===== src/rtl/rx_byte_packer.sv =====
// rx_byte_packer: packs strobed serial RX bits into bytes behind a FWFT FIFO.
// Optional XOR checksum outputs are enabled by defining RX_PACK_CHKSUM_EN.
`timescale 1ns/1ps
module rx_byte_packer #(
    parameter int FIFO_AW   = 3,
    parameter int CNT_W     = 13,
    parameter bit LSB_FIRST = 1'b1
) (
    input  logic             iClk,
    input  logic             iRst,
    input  logic             iData,
    input  logic             iRX_EN,
    input  logic             iBitEN,
    input  logic             iByteReady,
    output logic [7:0]       oByte,
    output logic             oByteValid,
    output logic             oFrameDone,
    output logic [CNT_W-1:0] oByteCnt,
    output logic             oPartial,
    output logic             oOverflow
`ifdef RX_PACK_CHKSUM_EN
    ,
    output logic [7:0]       oChksum,
    output logic             oChksumOK
`endif
);

    localparam int DEPTH = 1 << FIFO_AW;

    localparam logic [1:0] S_IDLE    = 2'd0;
    localparam logic [1:0] S_COLLECT = 2'd1;
    localparam logic [1:0] S_FLUSH   = 2'd2;
    localparam logic [1:0] S_DONE    = 2'd3;

    logic [1:0]       state_q, state_d;
    logic [2:0]       bit_cnt_q, bit_cnt_d;
    logic [7:0]       shift_q, shift_d;
    logic [7:0]       mem_q [DEPTH];
    logic [7:0]       mem_d [DEPTH];
    logic [FIFO_AW:0] wptr_q, wptr_d;
    logic [FIFO_AW:0] rptr_q, rptr_d;
    logic [CNT_W-1:0] cnt_q, cnt_d;
    logic             partial_q, partial_d;
    logic             overflow_q, overflow_d;
`ifdef RX_PACK_CHKSUM_EN
    logic [7:0]       chk_q, chk_d;
`endif

    logic             empty;
    logic             full;
    logic             pop;
    logic             push_req;
    logic             push_ok;
    logic [7:0]       push_byte;
    logic [2:0]       pos;
    logic [7:0]       with_bit;
    logic [7:0]       first_bit;

    assign empty = (wptr_q == rptr_q);
    assign full  = (wptr_q[FIFO_AW] != rptr_q[FIFO_AW]) &&
                   (wptr_q[FIFO_AW-1:0] == rptr_q[FIFO_AW-1:0]);
    assign pop   = !empty && iByteReady;

    assign oByte      = empty ? 8'h00 : mem_q[rptr_q[FIFO_AW-1:0]];
    assign oByteValid = !empty;
    assign oFrameDone = (state_q == S_DONE);
    assign oByteCnt   = cnt_q;
    assign oPartial   = partial_q;
    assign oOverflow  = overflow_q;
`ifdef RX_PACK_CHKSUM_EN
    assign oChksum    = chk_q;
    assign oChksumOK  = (state_q == S_DONE) && (chk_q == 8'h00);
`endif

    // Frame FSM, bit packing and FIFO push/pop bookkeeping.
    always_comb begin
        state_d    = state_q;
        bit_cnt_d  = bit_cnt_q;
        shift_d    = shift_q;
        mem_d      = mem_q;
        wptr_d     = wptr_q;
        rptr_d     = rptr_q;
        cnt_d      = cnt_q;
        partial_d  = partial_q;
        overflow_d = overflow_q;
`ifdef RX_PACK_CHKSUM_EN
        chk_d      = chk_q;
`endif
        push_req   = 1'b0;
        push_ok    = 1'b0;
        push_byte  = 8'h00;

        pos           = LSB_FIRST ? bit_cnt_q : (3'd7 - bit_cnt_q);
        with_bit      = shift_q;
        with_bit[pos] = iData;
        first_bit     = 8'h00;
        first_bit[LSB_FIRST ? 3'd0 : 3'd7] = iData;

        case (state_q)
            S_IDLE: begin
                if (iRX_EN) begin
                    cnt_d      = '0;
                    partial_d  = 1'b0;
                    overflow_d = 1'b0;
`ifdef RX_PACK_CHKSUM_EN
                    chk_d      = 8'h00;
`endif
                    bit_cnt_d  = 3'd0;
                    shift_d    = 8'h00;
                    state_d    = S_COLLECT;
                    if (iBitEN) begin
                        shift_d   = first_bit;
                        bit_cnt_d = 3'd1;
                    end
                end
            end
            S_COLLECT: begin
                if (!iRX_EN) begin
                    state_d = S_FLUSH;
                end else if (iBitEN) begin
                    bit_cnt_d = bit_cnt_q + 3'd1;
                    if (bit_cnt_q == 3'd7) begin
                        push_req  = 1'b1;
                        push_byte = with_bit;
                        shift_d   = 8'h00;
                    end else begin
                        shift_d = with_bit;
                    end
                end
            end
            S_FLUSH: begin
                if (bit_cnt_q != 3'd0) begin
                    push_req  = 1'b1;
                    push_byte = shift_q;
                    partial_d = 1'b1;
                    bit_cnt_d = 3'd0;
                    shift_d   = 8'h00;
                end
                state_d = S_DONE;
            end
            default: begin
                state_d = S_IDLE;
            end
        endcase

        // A full FIFO still accepts a byte when the head leaves this cycle.
        push_ok = push_req && (!full || pop);
        if (push_ok) begin
            mem_d[wptr_q[FIFO_AW-1:0]] = push_byte;
            wptr_d = wptr_q + 1'b1;
            if (cnt_q != {CNT_W{1'b1}}) begin
                cnt_d = cnt_q + 1'b1;
            end
`ifdef RX_PACK_CHKSUM_EN
            chk_d = chk_q ^ push_byte;
`endif
        end else if (push_req) begin
            overflow_d = 1'b1;
        end

        if (pop) begin
            rptr_d = rptr_q + 1'b1;
        end
    end

    // State registers; reset discards the frame and all buffered bytes.
    always_ff @(posedge iClk or negedge iRst) begin
        if (!iRst) begin
            state_q    <= S_IDLE;
            bit_cnt_q  <= 3'd0;
            shift_q    <= 8'h00;
            for (int i = 0; i < DEPTH; i++) begin
                mem_q[i] <= 8'h00;
            end
            wptr_q     <= '0;
            rptr_q     <= '0;
            cnt_q      <= '0;
            partial_q  <= 1'b0;
            overflow_q <= 1'b0;
`ifdef RX_PACK_CHKSUM_EN
            chk_q      <= 8'h00;
`endif
        end else begin
            state_q    <= state_d;
            bit_cnt_q  <= bit_cnt_d;
            shift_q    <= shift_d;
            mem_q      <= mem_d;
            wptr_q     <= wptr_d;
            rptr_q     <= rptr_d;
            cnt_q      <= cnt_d;
            partial_q  <= partial_d;
            overflow_q <= overflow_d;
`ifdef RX_PACK_CHKSUM_EN
            chk_q      <= chk_d;
`endif
        end
    end

endmodule


===== config.mk =====
export PLATFORM = sky130hd
export DESIGN_NAME = rx_byte_packer
export DESIGN_NICKNAME = d
export VERILOG_FILES = /design/src/rtl/rx_byte_packer.sv
export SDC_FILE = /design/constraint.sdc
export NUM_CORES = 1
export LEC_CHECK = 0
export ABC_AREA = 1
export BUFFER_PORTS_ARGS = -buffer_cell sky130_fd_sc_hd__buf_2
export CORE_MARGIN = 5
export CORE_UTILIZATION = 55
export DETAILED_ROUTE_END_ITERATION = 7
export GPL_TIMING_DRIVEN = 0
export PLACE_DENSITY_LB_ADDON = 0.08
export SLEW_MARGIN = 20
export SYNTH_ARGS = -nofsm -noshare
export SYNTH_HDL_FRONTEND = slang
export SYNTH_SLANG_ARGS = --single-unit

===== constraint.sdc =====
create_clock -name iClk -period 2.2 [get_ports iClk]
set_clock_uncertainty 0.1 [all_clocks]
set_input_delay 0.33 -clock iClk [delete_from_list [all_inputs] [get_ports iClk]]
set_output_delay 0.33 -clock iClk [all_outputs]
set_load 0.01 [all_outputs]

# Word level (Yosys, flattened, before mapping)
# Cells that the tools add are included.
[op_classes]
addsub = 4
n_eq_ne = 13
mux = 47
magnitude_cmp = 5
n_reduce_logical = 15
bitwise = 2
[op_table]
columns = ["operator", "n"]
rows = [
  ["two-way mux 8 bit", 13],
  ["bitwise mux 64 bit", 1],
  ["two-way mux 13 bit", 4],
  ["binary-select mux 8 bit (select 3 bit)", 1],
  ["demux 8 bit (select 3 bit)", 1],
  ["one-hot mux 8 bit (3 select lines)", 1],
  ["one-hot mux 8 bit (2 select lines)", 1],
  ["adder 13 x 1 -> 13 bit, second input constant", 1],
  ["two-way mux 1 bit", 13],
  ["!= test 13 bit, second input constant", 1],
  ["two-way mux 3 bit", 4],
  ["!= test 2 bit, second input constant", 5],
  ["one-hot mux 3 bit (3 select lines)", 1],
  ["adder 4 x 1 -> 4 bit, second input constant", 2],
  ["bitwise mux 8 bit", 1],
  ["greater-or-equal comparator 4 bit, second input constant", 2],
  ["inverter 3 -> 4 bit", 2],
  ["one-hot mux 2 bit (3 select lines)", 1],
  ["nonzero test 3 bit", 2],
  ["logical AND 1 bit", 5],
  ["AND reduction 5 bit", 1],
  ["equality test 2 bit, second input constant", 2],
  ["equality test 4 bit", 1],
  ["< comparator 3 x 4 -> 1 bit, second input constant", 1],
  ["other kinds (16)", 19],
]
[word_totals]
elab_cells = 102
out_inout_bits = 25
inputBits = 6
ff_bits = 100

# Depth between registers and ports, before layout
[depth]
depth_word = 10
mapped_depth = 12
mapped_depth_nobuf = 10

# Least setup slack after synthesis
# No wires, ideal clock.
[synth_path]
path_type = "register to register"
start = "register bit_cnt_q[0]"
end = "register mem_q[37] (netlist bit)"
t_required_ps = 1971
path_slack_ps = 139
path_stages_with_launch = 12
arrival_time_ps = 1831
synth_period_minus_slack_ps = 2061
setup_ps = 129
path_cell_list = "dfrtp_1 > buf_2 > clkinv_1 > ha_1 > nand2_1 > nand2_1 > a21oi_4 > buf_12 > nand3_4 > buf_6 > nand2_1 > o21ai_0"
[synth_between]
elab_chain_cells = 10
word_cells_on_any_way = 20
[synth_rtl]
columns = ["element", "line", "rtl"]
rows = [
  ["start: declaration", "36", "logic [2:0] bit_cnt_q, bit_cnt_d;"],
  ["start signal: assignment", "185", "bit_cnt_q <= bit_cnt_d;"],
  ["< comparator 3 x 4 -> 1 bit (implied by the code) or greater-or-equal comparator 3 x 1 -> 1 bit (tied branches)", "95", "with_bit[pos] = iData;"],
  ["logical AND 1 bit (implied by the code)", "95", ""],
  ["two-way mux 1 bit (implied by the code)", "95", ""],
  ["demux 1 bit (select 3 bit)", "95", ""],
  ["bitwise mux 8 bit", "95", ""],
  ["two-way mux 8 bit", "122", "if (bit_cnt_q == 3'd7) begin"],
  ["two-way mux 8 bit", "120", "end else if (iBitEN) begin"],
  ["two-way mux 8 bit", "118", "if (!iRX_EN) begin"],
  ["one-hot mux 8 bit (2 select lines)", "99", "case (state_q)"],
  ["bitwise mux 64 bit", "149", "mem_d[wptr_q[FIFO_AW-1:0]] = push_byte;"],
  ["end signal: assignment", "187", "mem_q <= mem_d;"],
  ["end: declaration", "38", "logic [7:0] mem_q [DEPTH];"],
]
# Parallel ways exist; a longest one is shown, timed or not.
# A chain may end at the register's enable or synchronous reset.

# Worst setup path in the final report
[layout_path]
start = "register rptr_q[0]"
end = "output oByte[4]"
[layout_between]
elab_chain_cells = 5
word_cells_on_any_way = 6
[layout_rtl]
columns = ["element", "line", "rtl"]
rows = [
  ["start: declaration", "41", "logic [FIFO_AW:0] rptr_q, rptr_d;"],
  ["start signal: assignment", "189", "rptr_q <= rptr_d;"],
  ["inverter 3 -> 4 bit (implied by the code)", "64", "assign oByte = empty ? 8'h00 : mem_q[rptr_q[FIFO_AW-1:0]];"],
  ["binary-select mux 8 bit (select 3 bit)", "64", ""],
  ["two-way mux 8 bit (implied by the code) (2 in a row)", "64", ""],
  ["two-way mux 8 bit *", "64", ""],
  ["end: declaration", "15", "output logic [7:0] oByte,"],
]
# Mark *: on every way between the ends. The rest lies on a longest branch, timed or not. The select of a mux whose other input is x is not followed.

==> key figures <==
Run status
  • Outcome: complete, no violations

Yosys
  • Share of the synthesized area in the top cell type: 0.455
  • Synth warnings: 0
  • Post-synth ARST share: 1.00
  • Cell taking the most area after synthesis: dfrtp_1
  • Gate count after technology mapping: 709
  • Seq cells post-synth: 100
  • Seq/Total Area, Yosys: 0.455
  • Largest cells by area after synthesis: dfrtp_1 46%, nand2_1 14%, o21ai_0 11%
  • Mapped cell area: 0.00550 mm^2
  • EDFF count, synth: 0
  • Netlist cell types: 30
  • Syn_nets: 725
  • Ys flop type: dfrtp_1
  • Mean area per synthesized cell: 7.75 um^2

Detailed routing
  • Routed WL: 14.0 mm
  • First-pass DRT Iterations: 5
  • Average routed wire per standard cell: 15.4 um
  • Final ANT Viol Nets: 0
  • Vias after detailed routing: 5051
  • DRC viols: 0
  • Initial DRC count: 320
  • Via/cell ratio: 5.56

GRT
  • First-pass GRT wire length: 23.2 mm
  • Initial antenna violation count: 0
  • Overall routing resource usage: 0.244
  • Largest net degree at the start of global routing: 63
  • Vias in the first global route: 4808
  • Global route total overflow: 0

Pwr
  • Power Density: 1080 mW/mm^2
  • Internal power: 3.89 mW
  • Total power: 6.98 mW
  • Clock share of power: 0.153
  • Sequential share of power: 0.308
  • Sw power: 3.09 mW
  • P_leak: 3.01 nW
  • Part of the power in combinational logic: 0.539
  • Switch share: 0.443
  • Worst VDD drop: 0.577 mV

Floorplan
  • Initial Util: 0.562
  • Std cell rows: 36
  • I/O pin cnt: 31
  • Placeable Area: 0.00977 mm^2
  • Die Area: 0.0121 mm^2
  • Die H: 110 um
  • Chip Width: 110 um

Finish
  • Cell area after layout: 0.00650 mm^2
  • Synth-to-Final Area Change: 18.2%
  • Ratio of cells with drive above 1 in the final layout: 0.181
  • Nets: 786
  • Most common cell after layout, fill and taps aside: nand2_1
  • N_diodes: 0
  • Most frequent cells in the layout: 199 x nand2_1, 99 x dfrtp_1, 95 x o21ai_0

Timing
  • Pin slew with the least headroom to its limit: 553 ps
  • Final min period: 2200 ps
  • Final period util: 0.999
  • Final worst slack: 2.66 ps
  • Final Max Slew Viols: 0
  • Slew Limit Headroom: 0.631
  • Highest clock rate: 0.455 GHz
  • TNS Setup: 0 ps
  • Final hold vios: 0
  • Unrepaired setup endpoints after global routing: true
  • Final Setup Violations: 0

Place
  • Placed inst area: 0.00584 mm^2
  • HPWL Detailed: 9.75 mm
  • Port Buffers: 29
  • Final Wtd Congestion: 0.889
  • Place WS: -294 ps

CTS
  • Clk buf depth: 2
  • Worst skew pair latency: 390 ps
  • CTS tree: done
  • Clock sinks: 100
  • H-tree levels: 3
  • CTS Buf Count: 9
  • Clk root buf: clkbuf_8
  • Clock slew at reported path FFs: 100 ps

Setup path
  • Crit-path max FO: 8
  • Worst Path Required: 1770 ps
  • Startpoint types: flip-flop
  • Critical path buffer and inverter count: 4
  • Max stage delay on crit path: 400 ps
  • Most frequent CP cell: nor2_1
  • Top Family by Delay on Critical Path: buffers and inverters
  • Slowest-stage cell, CP: dfrtp_1
  • CP endpoint kind: primary output
  • CP Class: flip-flop to primary output
  • Crit-path cells: buf_6 -> inv_8 -> clkbuf_8 -> nor2_1 -> o22ai_1 -> o21ai_2 -> nor2_1 -> buf_2
  • Worst path arrival time: 1770 ps

Worst hold path
  • Hold WC Path Type: primary input to flip-flop

Job
  • Maxcap violations: 0
-- flip-flops by register name, summed over array words and instances (netlist names) --
| register | cells |
|---|---|
| state_q | 2 |
| shift_q | 8 |
| oPartial | 1 |
| bit_cnt_q | 3 |
| rptr_q | 4 |
| oByteCnt | 13 |
| oOverflow | 1 |
| mem_q | 64 |
| wptr_q | 4 |
-- area by class of cell --
| type | count | area (um^2) |
|---|---|---|
| Buffer | 30 | 330 |
| Multi-Input combinational cell | 529 | 2730 |
| Fill cell | 831 | 3280 |
| Tap cell | 133 | 166 |
| Inverter | 50 | 213 |
| Clock inverter | 5 | 37.5 |
| Timing Repair Buffer | 50 | 384 |
| Sequential cell | 100 | 2500 |
| Clock buffer | 11 | 131 |
-- per-stage QoR --
stage                     utilization  cells  hold WS, ps
after floorplan                     -    709        -65.6
after global placement          0.594    871          361
after detailed placement        0.598    872          166
after CTS                       0.637    895          131
after global routing            0.665    908          146
final                           0.665    908          141
-- power by group through the flow --
stage / combinational (mW) / clock (mW) / sequential [mW]
floorplan: 2.06 / 0 / 2.13
global placement: 2.79 / 0 / 2.14
detailed placement: 2.85 / 0 / 2.15
CTS: 3.25 / 1.10 / 2.13
global route: 4.16 / 1.18 / 2.18
finish: 3.76 / 1.07 / 2.15
-- what timing repair did --
item,in CTS,in global routing
hold buffers,1,0
cloned,2,5
gates resized for setup,54,60
endpoints found under the hold margin,38,0
endpoints found under the setup margin,100,95
setup buffers,4,9
pin swaps,6,9
-- cell usage after synthesis, types with 3 or more instances --
library cell,number
nand3_1,44
dfrtp_1,100
xor2_1,6
xnor2_1,4
a21oi_1,5
nor3_1,3
inv_1,47
o22ai_1,24
nand3_4,5
clkbuf_1,14
o21ai_2,3
nor2_1,72
buf_2,3
ha_1,10
nand4_1,13
buf_6,11
nand2_1,204
o21ai_0,124
-- cells by family after synthesis --
kind of cell               Yosys count  share of synthesized area
DFF                                100                      0.455
and+or+nand+nor                    351                      0.278
buffers and inverters               81                     0.0758
adders and majority gates           10                     0.0228
xor gates and xnor gates            10                     0.0159
AOI/OAI and AO/OA                  157                      0.152
-- per-layer routing --
metal / wire (um) / GRT usage / up-vias
li1: - / - / 2475
met1: 6590 / 0.343 / 2427
met2: 6440 / 0.387 / 136
met3: 851 / 0.0530 / 13
met4: 142 / 0.0588 / 0
met5: 0 / 0 / -
-- worst paths after layout --
| check | startpoint | endpoint | slack (ps) | cells after the start |
|---|---|---|---|---|
| setup / recovery | rptr_q[0] | oByte[4] | 3 | 8 |
| hold / removal | iData | shift_q[0] | 140 | 3 |
| setup reg to reg | bit_cnt_q[1] | mem_q[31] | 90 | 12 |
| hold reg to reg | mem_q[55] | mem_q[55] | 390 | 2 |
| max in group asynchronous | iRst | mem_q[40] | 1050 | 3 |
| min in group asynchronous | iRst | oByteCnt[1] | 330 | 2 |
-- worst register-to-register path: stages, from the launching register on --
cell and delay [ps]:
dfrtp_1 370, buf_4 110, ha_1 140, ha_2 180, nand2_2 60, nor2_4 90
inv_2 50, a21oi_4 270, buf_12 180, nand3_4 130, buf_6 180, nand2_1 60
o21ai_0 80
(Power assumes the default switching activity.)
